### src/rtl/conv_in_sched.sv
// conv_in_sched -- convolution input-path sequencer.
//
// Latches a layer configuration, resets the input address generator, then
// issues one 3x3 window read per cycle while downstream credit is available.
// Each issued window is tagged with the generator's channel-last/image-last
// flags one cycle after issue, and its valid bit follows the BRAM read
// latency to the PE array. A done pulse follows the final window.
//
// Parameters:
//   BRAM_ADDR_BIT  generator address width (no address bus crosses this block)
//   RD_LAT         BRAM read latency, rd_en -> data valid (>= 1)
//   CREDITS        downstream window buffer depth (1..15)
//
// Ports:
//   clk, rst                        clock, synchronous active-high reset
//   start, abort                    image start pulse / flush request
//   cfg_width/channel/stride        layer configuration, sampled on start
//   ag_rst, ag_addr_inc             address generator reset / advance
//   ag_width/channel/stride         latched configuration to the generator
//   ag_channel_end, ag_img_end      generator flags for the window just advanced
//   rd_en                           BRAM window read
//   win_valid, win_chan_last,
//   win_img_last                    window stream into the PE array
//   win_consume                     downstream freed one buffer slot
//   busy, done, cfg_err             status
//
// Optional feature (macro CONV_IN_SCHED_WIN_CNT_EN):
//   adds output win_count[23:0], the number of windows delivered since LOAD.

module conv_in_sched #(
    parameter int BRAM_ADDR_BIT = 32,
    parameter int RD_LAT        = 2,
    parameter int CREDITS       = 4
) (
    input  logic        clk,
    input  logic        rst,
    input  logic        start,
    input  logic        abort,
    input  logic [11:0] cfg_width,
    input  logic [11:0] cfg_channel,
    input  logic [2:0]  cfg_stride,
    output logic        ag_rst,
    output logic        ag_addr_inc,
    output logic [11:0] ag_width,
    output logic [11:0] ag_channel,
    output logic [2:0]  ag_stride,
    input  logic        ag_channel_end,
    input  logic        ag_img_end,
    output logic        rd_en,
    output logic        win_valid,
    output logic        win_chan_last,
    output logic        win_img_last,
    input  logic        win_consume,
    output logic        busy,
    output logic        done,
    output logic        cfg_err
`ifdef CONV_IN_SCHED_WIN_CNT_EN
    ,
    output logic [23:0] win_count
`endif
);

    if (RD_LAT < 1 || CREDITS < 1 || CREDITS > 15 || BRAM_ADDR_BIT < 1) begin : g_param_chk
        $error("conv_in_sched: parameter out of range");
    end

    localparam logic [3:0] LP_CREDITS = 4'(CREDITS);

    typedef enum logic [2:0] {
        S_IDLE  = 3'd0,
        S_LOAD  = 3'd1,
        S_RUN   = 3'd2,
        S_DRAIN = 3'd3,
        S_DONE  = 3'd4
    } state_t;

    state_t             r_state;
    state_t             w_state_nxt;
    logic [11:0]        r_width;
    logic [11:0]        r_channel;
    logic [2:0]         r_stride;
    logic [3:0]         r_credit;
    logic [RD_LAT-1:0]  r_vld_pipe;
    logic               r_ag_rst_hold;
    logic               r_cfg_err;
    logic               w_abort_take;
    logic               w_cfg_bad;
    logic               w_last_issued;
    logic               w_tag_cl;
    logic               w_tag_il;

    assign w_abort_take  = abort && (r_state == S_RUN || r_state == S_DRAIN);
    assign w_cfg_bad     = (r_width < 12'd3) || (r_stride == 3'd0) ||
                           (r_stride > 3'd4) || (r_channel == 12'd0);
    // Stage 0 of the valid pipe is rd_en delayed one cycle, so it marks the
    // cycles where the generator flags describe a freshly issued window.
    assign w_last_issued = r_vld_pipe[0] && ag_img_end;

    // ---------------- FSM: state register ----------------
    always_ff @(posedge clk) begin
        if (rst) r_state <= S_IDLE;
        else     r_state <= w_state_nxt;
    end

    // ---------------- FSM: next state ----------------
    always_comb begin
        w_state_nxt = r_state;
        case (r_state)
            S_IDLE:  if (start) w_state_nxt = S_LOAD;
            S_LOAD:  w_state_nxt = w_cfg_bad ? S_IDLE : S_RUN;
            // With RD_LAT=1 the last window is emitted in RUN, so DONE can
            // be reached without passing through DRAIN.
            S_RUN: begin
                if (abort)                          w_state_nxt = S_IDLE;
                else if (win_valid && win_img_last) w_state_nxt = S_DONE;
                else if (w_last_issued)             w_state_nxt = S_DRAIN;
            end
            S_DRAIN: begin
                if (abort)                          w_state_nxt = S_IDLE;
                else if (win_valid && win_img_last) w_state_nxt = S_DONE;
            end
            S_DONE:  w_state_nxt = S_IDLE;
            default: w_state_nxt = S_IDLE;
        endcase
    end

    // ---------------- FSM: outputs ----------------
    always_comb begin
        rd_en       = (r_state == S_RUN) && (r_credit != 4'd0) && !w_last_issued;
        ag_addr_inc = rd_en;
        ag_rst      = rst || r_ag_rst_hold || (r_state == S_LOAD);
        busy        = (r_state != S_IDLE);
        done        = (r_state == S_DONE);
    end

    assign cfg_err    = r_cfg_err;
    assign ag_width   = r_width;
    assign ag_channel = r_channel;
    assign ag_stride  = r_stride;

    // Generator reset is held one cycle past rst/abort.
    always_ff @(posedge clk) begin
        r_ag_rst_hold <= rst || w_abort_take;
        r_cfg_err     <= !rst && (r_state == S_LOAD) && w_cfg_bad;
    end

    always_ff @(posedge clk) begin
        if (rst) begin
            r_width   <= '0;
            r_channel <= '0;
            r_stride  <= '0;
        end else if (r_state == S_IDLE && start) begin
            r_width   <= cfg_width;
            r_channel <= cfg_channel;
            r_stride  <= cfg_stride;
        end
    end

    // Issue and consume in the same cycle cancel; a consume at full credit
    // is a spurious return and is dropped.
    always_ff @(posedge clk) begin
        if (rst || w_abort_take)
            r_credit <= LP_CREDITS;
        else if (rd_en && !win_consume)
            r_credit <= r_credit - 4'd1;
        else if (!rd_en && win_consume && r_credit != LP_CREDITS)
            r_credit <= r_credit + 4'd1;
    end

    always_ff @(posedge clk) begin
        if (rst || w_abort_take) begin
            r_vld_pipe <= '0;
        end else begin
            r_vld_pipe[0] <= rd_en;
            for (int i = 1; i < RD_LAT; i++) r_vld_pipe[i] <= r_vld_pipe[i-1];
        end
    end

    // Tags arrive one cycle after issue, i.e. alongside stage 0.
    if (RD_LAT == 1) begin : g_tag_bypass
        assign w_tag_cl = ag_channel_end;
        assign w_tag_il = ag_img_end;
    end else begin : g_tag_pipe
        logic [RD_LAT-1:1][1:0] r_tag;
        always_ff @(posedge clk) begin
            if (rst || w_abort_take) begin
                r_tag <= '0;
            end else begin
                r_tag[1] <= r_vld_pipe[0] ? {ag_channel_end, ag_img_end} : 2'b00;
                for (int i = 2; i < RD_LAT; i++) r_tag[i] <= r_tag[i-1];
            end
        end
        assign w_tag_cl = r_tag[RD_LAT-1][1];
        assign w_tag_il = r_tag[RD_LAT-1][0];
    end

    assign win_valid     = r_vld_pipe[RD_LAT-1];
    assign win_chan_last = win_valid && w_tag_cl;
    assign win_img_last  = win_valid && w_tag_il;

`ifdef CONV_IN_SCHED_WIN_CNT_EN
    logic [23:0] r_win_count;
    always_ff @(posedge clk) begin
        if (rst || w_abort_take || r_state == S_LOAD) r_win_count <= '0;
        else if (win_valid)                           r_win_count <= r_win_count + 24'd1;
    end
    assign win_count = r_win_count;
`endif

endmodule

### config.mk
export PLATFORM = sky130hd
export DESIGN_NAME = conv_in_sched
export DESIGN_NICKNAME = d
export VERILOG_FILES = /design/src/rtl/conv_in_sched.sv
export SDC_FILE = /design/constraint.sdc
export NUM_CORES = 1
export LEC_CHECK = 0
export BUFFER_PORTS_ARGS = -buffer_cell sky130_fd_sc_hd__buf_2
export CAP_MARGIN = 0
export CORE_MARGIN = 3
export CORE_UTILIZATION = 47
export DETAILED_ROUTE_END_ITERATION = 10
export MAX_ROUTING_LAYER = met4
export PLACE_DENSITY = 0.79
export SYNTH_ARGS = -nofsm -noshare
export SYNTH_HDL_FRONTEND = slang
export SYNTH_SLANG_ARGS = --single-unit
export TNS_END_PERCENT = 10
### constraint.sdc
create_clock -name clk -period 3.5 [get_ports clk]
set_input_delay 0.7 -clock clk [delete_from_list [all_inputs] [get_ports clk]]
set_output_delay 0.7 -clock clk [all_outputs]
set_load 0.02 [all_outputs]
Word level (Yosys, flattened, before mapping)

Index checks and enable logic that the tools add are counted.

Bitwise logic cells: 1
Equal/unequal tests: 8
Mux-type cells: 10
Add/sub/neg operators: 2
Magnitude comparators: 2
Reduce and logical (&&, ||, !) cells: 32

Operators by type and width:

| operator                                                                      | count |
|---|---|
| 3-bit two-way mux                                                             | 6 |
| 1-bit logical AND                                                             | 13 |
| 12-bit logical NOT                                                            | 1 |
| 12-bit by 2-bit less-than comparator with 1-bit output, second input constant | 1 |
| 3-bit one-hot mux with 4 select lines                                         | 1 |
| 4-bit two-way mux                                                             | 2 |
| 4-bit by 3-bit != test with 1-bit output, second input constant               | 2 |
| 1-bit logical OR                                                              | 7 |
| 3-bit by 2-bit == test with 1-bit output, second input constant               | 2 |
| 3-bit logical NOT                                                             | 2 |
| 4-bit by 1-bit adder with 4-bit output, second input constant                 | 1 |
| 1-bit logical NOT                                                             | 4 |
| 4-bit nonzero test                                                            | 1 |
| 4-bit by 1-bit subtractor with 4-bit output, second input constant            | 1 |
| 3-bit by 1-bit == test with 1-bit output, second input constant               | 1 |
| 3-bit == test, second input constant                                          | 1 |
| 3-bit greater-than comparator, second input constant                          | 1 |
| 3-bit by 2-bit != test with 1-bit output, second input constant               | 1 |
| 3-bit AND reduction                                                           | 1 |
| 3-bit nonzero test                                                            | 1 |
| 2-bit two-way mux                                                             | 1 |
| 2-bit != test, second input constant                                          | 1 |
| 2-bit nonzero test                                                            | 1 |
| 2-bit OR reduction                                                            | 1 |
| 1-bit NOT                                                                     | 1 |

Input bits: 34
Word-level logic and storage cells: 64
Output and inout bits: 36
Flip-flop bits (word level): 40

Depth between registers and ports, before layout

Depth after elaboration: 8
Gate-level depth with buffers: 8
Mapped depth without buffers: 8

Least setup slack after synthesis

No wires, ideal clock.

Kind: input to register
From: input ag_img_end
To: register r_credit[3]
Arrival time: 2.125 ns
Path buffers: 0
Slack: 1.304 ns
Stages: 8
Library setup time: 0.072 ns
Data required time: 3.428 ns
Cell sequence: a21oi_1 nand4_2 inv_1 ha_1 a21oi_1 a211oi_1 a2bb2oi_1 mux2i_1

Cells in the longest elaborated chain, start to end: 7
Elaborated cells on any way between the ends: 9
Those cells by class: mux (1); reduce/logical (8)

RTL lines:

| item                                | line | RTL |
|---|---|---|
| from (decl)                         | 48   | `input logic ag_img_end,` |
| 1-bit logical AND *                 | 97   | `assign w_last_issued = r_vld_pipe[0] && ag_img_end;` |
| 1-bit logical NOT *                 | 129  | `rd_en = (r_state == S_RUN) && (r_credit != 4'd0) && !w_last_issued;` |
| 1-bit logical AND *                 | 129  |  |
| 1-bit logical NOT                   | 166  | `else if (!rd_en && win_consume && r_credit != LP_CREDITS)` |
| 1-bit logical AND (2 in a row)      | 166  |  |
| 2-bit nonzero test (no source line) | --   |  |
| to (signal assigned)                | 165  | `r_credit <= r_credit - 4'd1;` |
| to (signal assigned)                | 167  | `r_credit <= r_credit + 4'd1;` |
| to (decl)                           | 82   | `logic [3:0] r_credit;` |

Every way passes the cells marked *; elsewhere a longest branch is shown, timed or not.
A chain may end at the register's enable or synchronous reset.

Worst setup path in the final report

From: register r_credit[0]
To: register r_credit[3]

Cells in the longest elaborated chain, start to end: 7
Elaborated cells on any way between the ends: 13
Those cells by class: add/sub (2); eq/ne (1); mux (2); reduce/logical (8)

RTL lines:

| item |
|---|
| branches (longest 7 deep; another with 4-bit by 1-bit adder with 4-bit output) |

Several ways; the timed one is not identified. The select of a mux whose other input is x is not followed.

==> flow_metrics.tcl <==
set metrics [dict create \
    p_per_area_nw_per_um2 530.4 \
    place_congestion 0.8037 \
    pre_cts_slack_ns 1.031 \
    hold_class "flop to flop" \
    grtUsageTotal_pct 18.80 \
    ir_drop_mv 0.3202 \
    setup_viol 0 \
    core_um2 3178 \
    clockRootBuffer "clkbuf_4" \
    skew_ns 0.007198 \
    synth_fa_ha_area_share_pct 2.752 \
    fin_crit_sh_pct 66.23 \
    drcViolationCount 0 \
    synth-edff-count 0 \
    synth_compound_area_share_pct 14.53 \
    clkTransAtPathRegs_ns 0.12 \
    antenna_left 0 \
    synth.yosys.warnings 0 \
    dieArea_um2 4226 \
    yosys_register_bits 40 \
    share_seq_of_total_power_pct 48.6 \
    synth_top_area_cell "dfxtp_1" \
    synth_nets 237 \
    grt_pass1_wl_um 5989 \
    clock-sinks 40 \
    dp_cells 303 \
    cts-htree-levels 2 \
    synthToLayoutAreaGrowth_pct 26.38 \
    slew_viol_final 0 \
    placementRows 20 \
    synth_area_leaders "dfxtp_1 (49%), nand2_1 (14%), a21oi_1 (9.5%)" \
    regToRegStartpoint "r_credit[0]" \
    clock_latency_ns 0.34 \
    synth_common_cells "nand2_1 (62), dfxtp_1 (40), a21oi_1 (31)" \
    die_height_um 65.01 \
    synth_top_family_by_area "simple AND/OR/NAND/NOR gates" \
    rsz0062_at_grt "false" \
    clockBufferDepth 2 \
    cts_tree "built" \
    syn_area_um2 1637 \
    first_iter_violations 72 \
    pwr-share-clk_pct 26.8 \
    leakage_nw 1.002 \
    synthSimpleGateAreaFrac_pct 26.91 \
    ys_types 37 \
    cp.required_ns 3.78 \
    criticalPathCategory "flop to flop" \
    post-synth-top-count-cell "nand2_1" \
    finish.net_count 303 \
    diodes 0 \
    synth-xor-area-share_pct 1.070 \
    fin_util_pct 65.08 \
    initial_core_util_pct 51.50 \
    internal_power_mw 0.7628 \
    swShare_pct 30.47 \
    fin_cells 311 \
    die_w_um 65.01 \
    grt-ovfl-total 0 \
    post-cts-setup-buffers 0 \
    tightest_slew_ns 0.8983 \
    viasPerCell 5.045 \
    grt_max_degree 34 \
    async_flop_share_pct 0 \
    outcome "completed" \
    dr.pass1.iters 4 \
    hold-worst-slack_ns 0.4515 \
    dp.final_hpwl_um 2731 \
    slew_headroom_pct 40.12 \
    tns_ns 0 \
    drt_wl_total_um 3811 \
    io_buffers 69 \
    cts_hold_buffers 0 \
    ys_seq_area_share_pct 48.93 \
    min_period_ns 2.318 \
    critPathLaunch "r_credit[0]" \
    muxShareOfSynthArea_pct 1.223 \
    post_cts_resized 0 \
    grt_pass1_vias 1385 \
    worstPathArrival_ns 2.60 \
    syn_inst 200 \
    synthFlopType "dfxtp_1" \
    num_vias 1569 \
    max_cap_viol_count 0 \
    synth_top_area_share_pct 48.93 \
    comb_power_share_pct 24.7 \
    start_kind "flop" \
    cts_made_buffers 5 \
    cp-end-kind "flop" \
    antenna_found_initial 0 \
    cp_max_fo 7 \
    min_from "g_tag_pipe.r_tag[0]" \
    ios 70 \
    wl_per_cell_um 12.25 \
    layout-drive-gt1-share_pct 31.09 \
    finalWorstSetupSlack_ns 1.182 \
    power.switching_mw 0.3343 \
    syn_avg_cell_area_um2 8.183 \
    finalHoldViolCount 0 \
    fmax_ghz 0.4314 \
]
==> metrics by stage <==
stage | power, mW | area (um2)
after global placement | 0.8087 | 1992
final | 1.097 | 2068
after floorplan | 0.7387 | 1637
after detailed placement | 0.8128 | 1992
after CTS | 1.103 | 2068
after global routing | 1.160 | 2068
==> critical path: stages (launching register included) <==
cell	delay [ns]
dfxtp_1	0.37
or4_4	0.56
nand4_2	0.18
inv_1	0.09
ha_1	0.32
a21oi_1	0.21
a211oi_1	0.10
a2bb2oi_1	0.22
mux2i_1	0.20
==> state kept, by name, summed over array words and instances (netlist names) <==
| register | flops |
|---|---|
| cfg_err | 1 |
| r_vld_pipe | 2 |
| ag_channel | 12 |
| r_state | 3 |
| r_ag_rst_hold | 1 |
| ag_width | 12 |
| r_credit | 4 |
| g_tag_pipe.r_tag | 2 |
| ag_stride | 3 |
==> kinds of logic after synthesis <==
group / count (synthesis)
AOI/OAI and AO/OA: 41
xor gates and xnor gates: 2
adders and majority gates: 3
buffers and inverters: 18
DFF: 40
muxes: 2
and+or+nand+nor: 94
==> layer usage <==
metal | track usage (%) | vias up | share of wire, %
met5 | - | - | 0
met4 | 6.995 | 0 | 1.3
met3 | 6.932 | 7 | 8.1
met2 | 30.01 | 50 | 46
met1 | 21.61 | 710 | 45
li1 | - | 802 | -
==> final timing paths <==
path,slack (ns),to,cells past startpoint
worst max-delay path,1.18,r_credit[3],8
worst min-delay path,0.45,r_state[2],2
worst max register to register,1.18,r_credit[3],8
worst min register to register,0.45,r_state[2],2
==> final cells by class <==
| type | count | area, um2 |
|---|---|---|
| Timing Repair Buffer | 69 | 345.3 |
| Clock inverter | 2 | 35.03 |
| Multi-Input combinational cell | 142 | 760.7 |
| Fill cell | 302 | 1110 |
| Clock buffer | 6 | 41.29 |
| Sequential cell | 40 | 800.8 |
| Tap cell | 44 | 55.05 |
| Inverter | 8 | 30.03 |
==> layout by cell type (no fill, tap or decap), types with 2 or more instances in the layout <==
| cell type | instances |
|---|---|
| buf_2 | 69 |
| nand2_1 | 62 |
| dfxtp_1 | 40 |
| a21oi_1 | 31 |
| inv_1 | 7 |
| nor2_1 | 5 |
| nor4_1 | 5 |
| clkbuf_4 | 5 |
| nand3_1 | 4 |
| and2_1 | 3 |
| nor3b_1 | 2 |
| a211oi_1 | 2 |
| nand2b_1 | 2 |
| mux2i_1 | 2 |
| and3_1 | 2 |
| o211ai_1 | 2 |
| ha_1 | 2 |
==> power by group through the flow <==
stage | clock, mW | combinational [mW] | sequential, mW
6_report | 0.294 | 0.271 | 0.533
5_1_grt | 0.323 | 0.300 | 0.537
4_1_cts | 0.299 | 0.273 | 0.532
3_5_place_dp | 0 | 0.271 | 0.542
3_3_place_gp | 0 | 0.267 | 0.541
2_1_floorplan | 0 | 0.179 | 0.560
No activity file was read; power rests on OpenSTA's default activity.
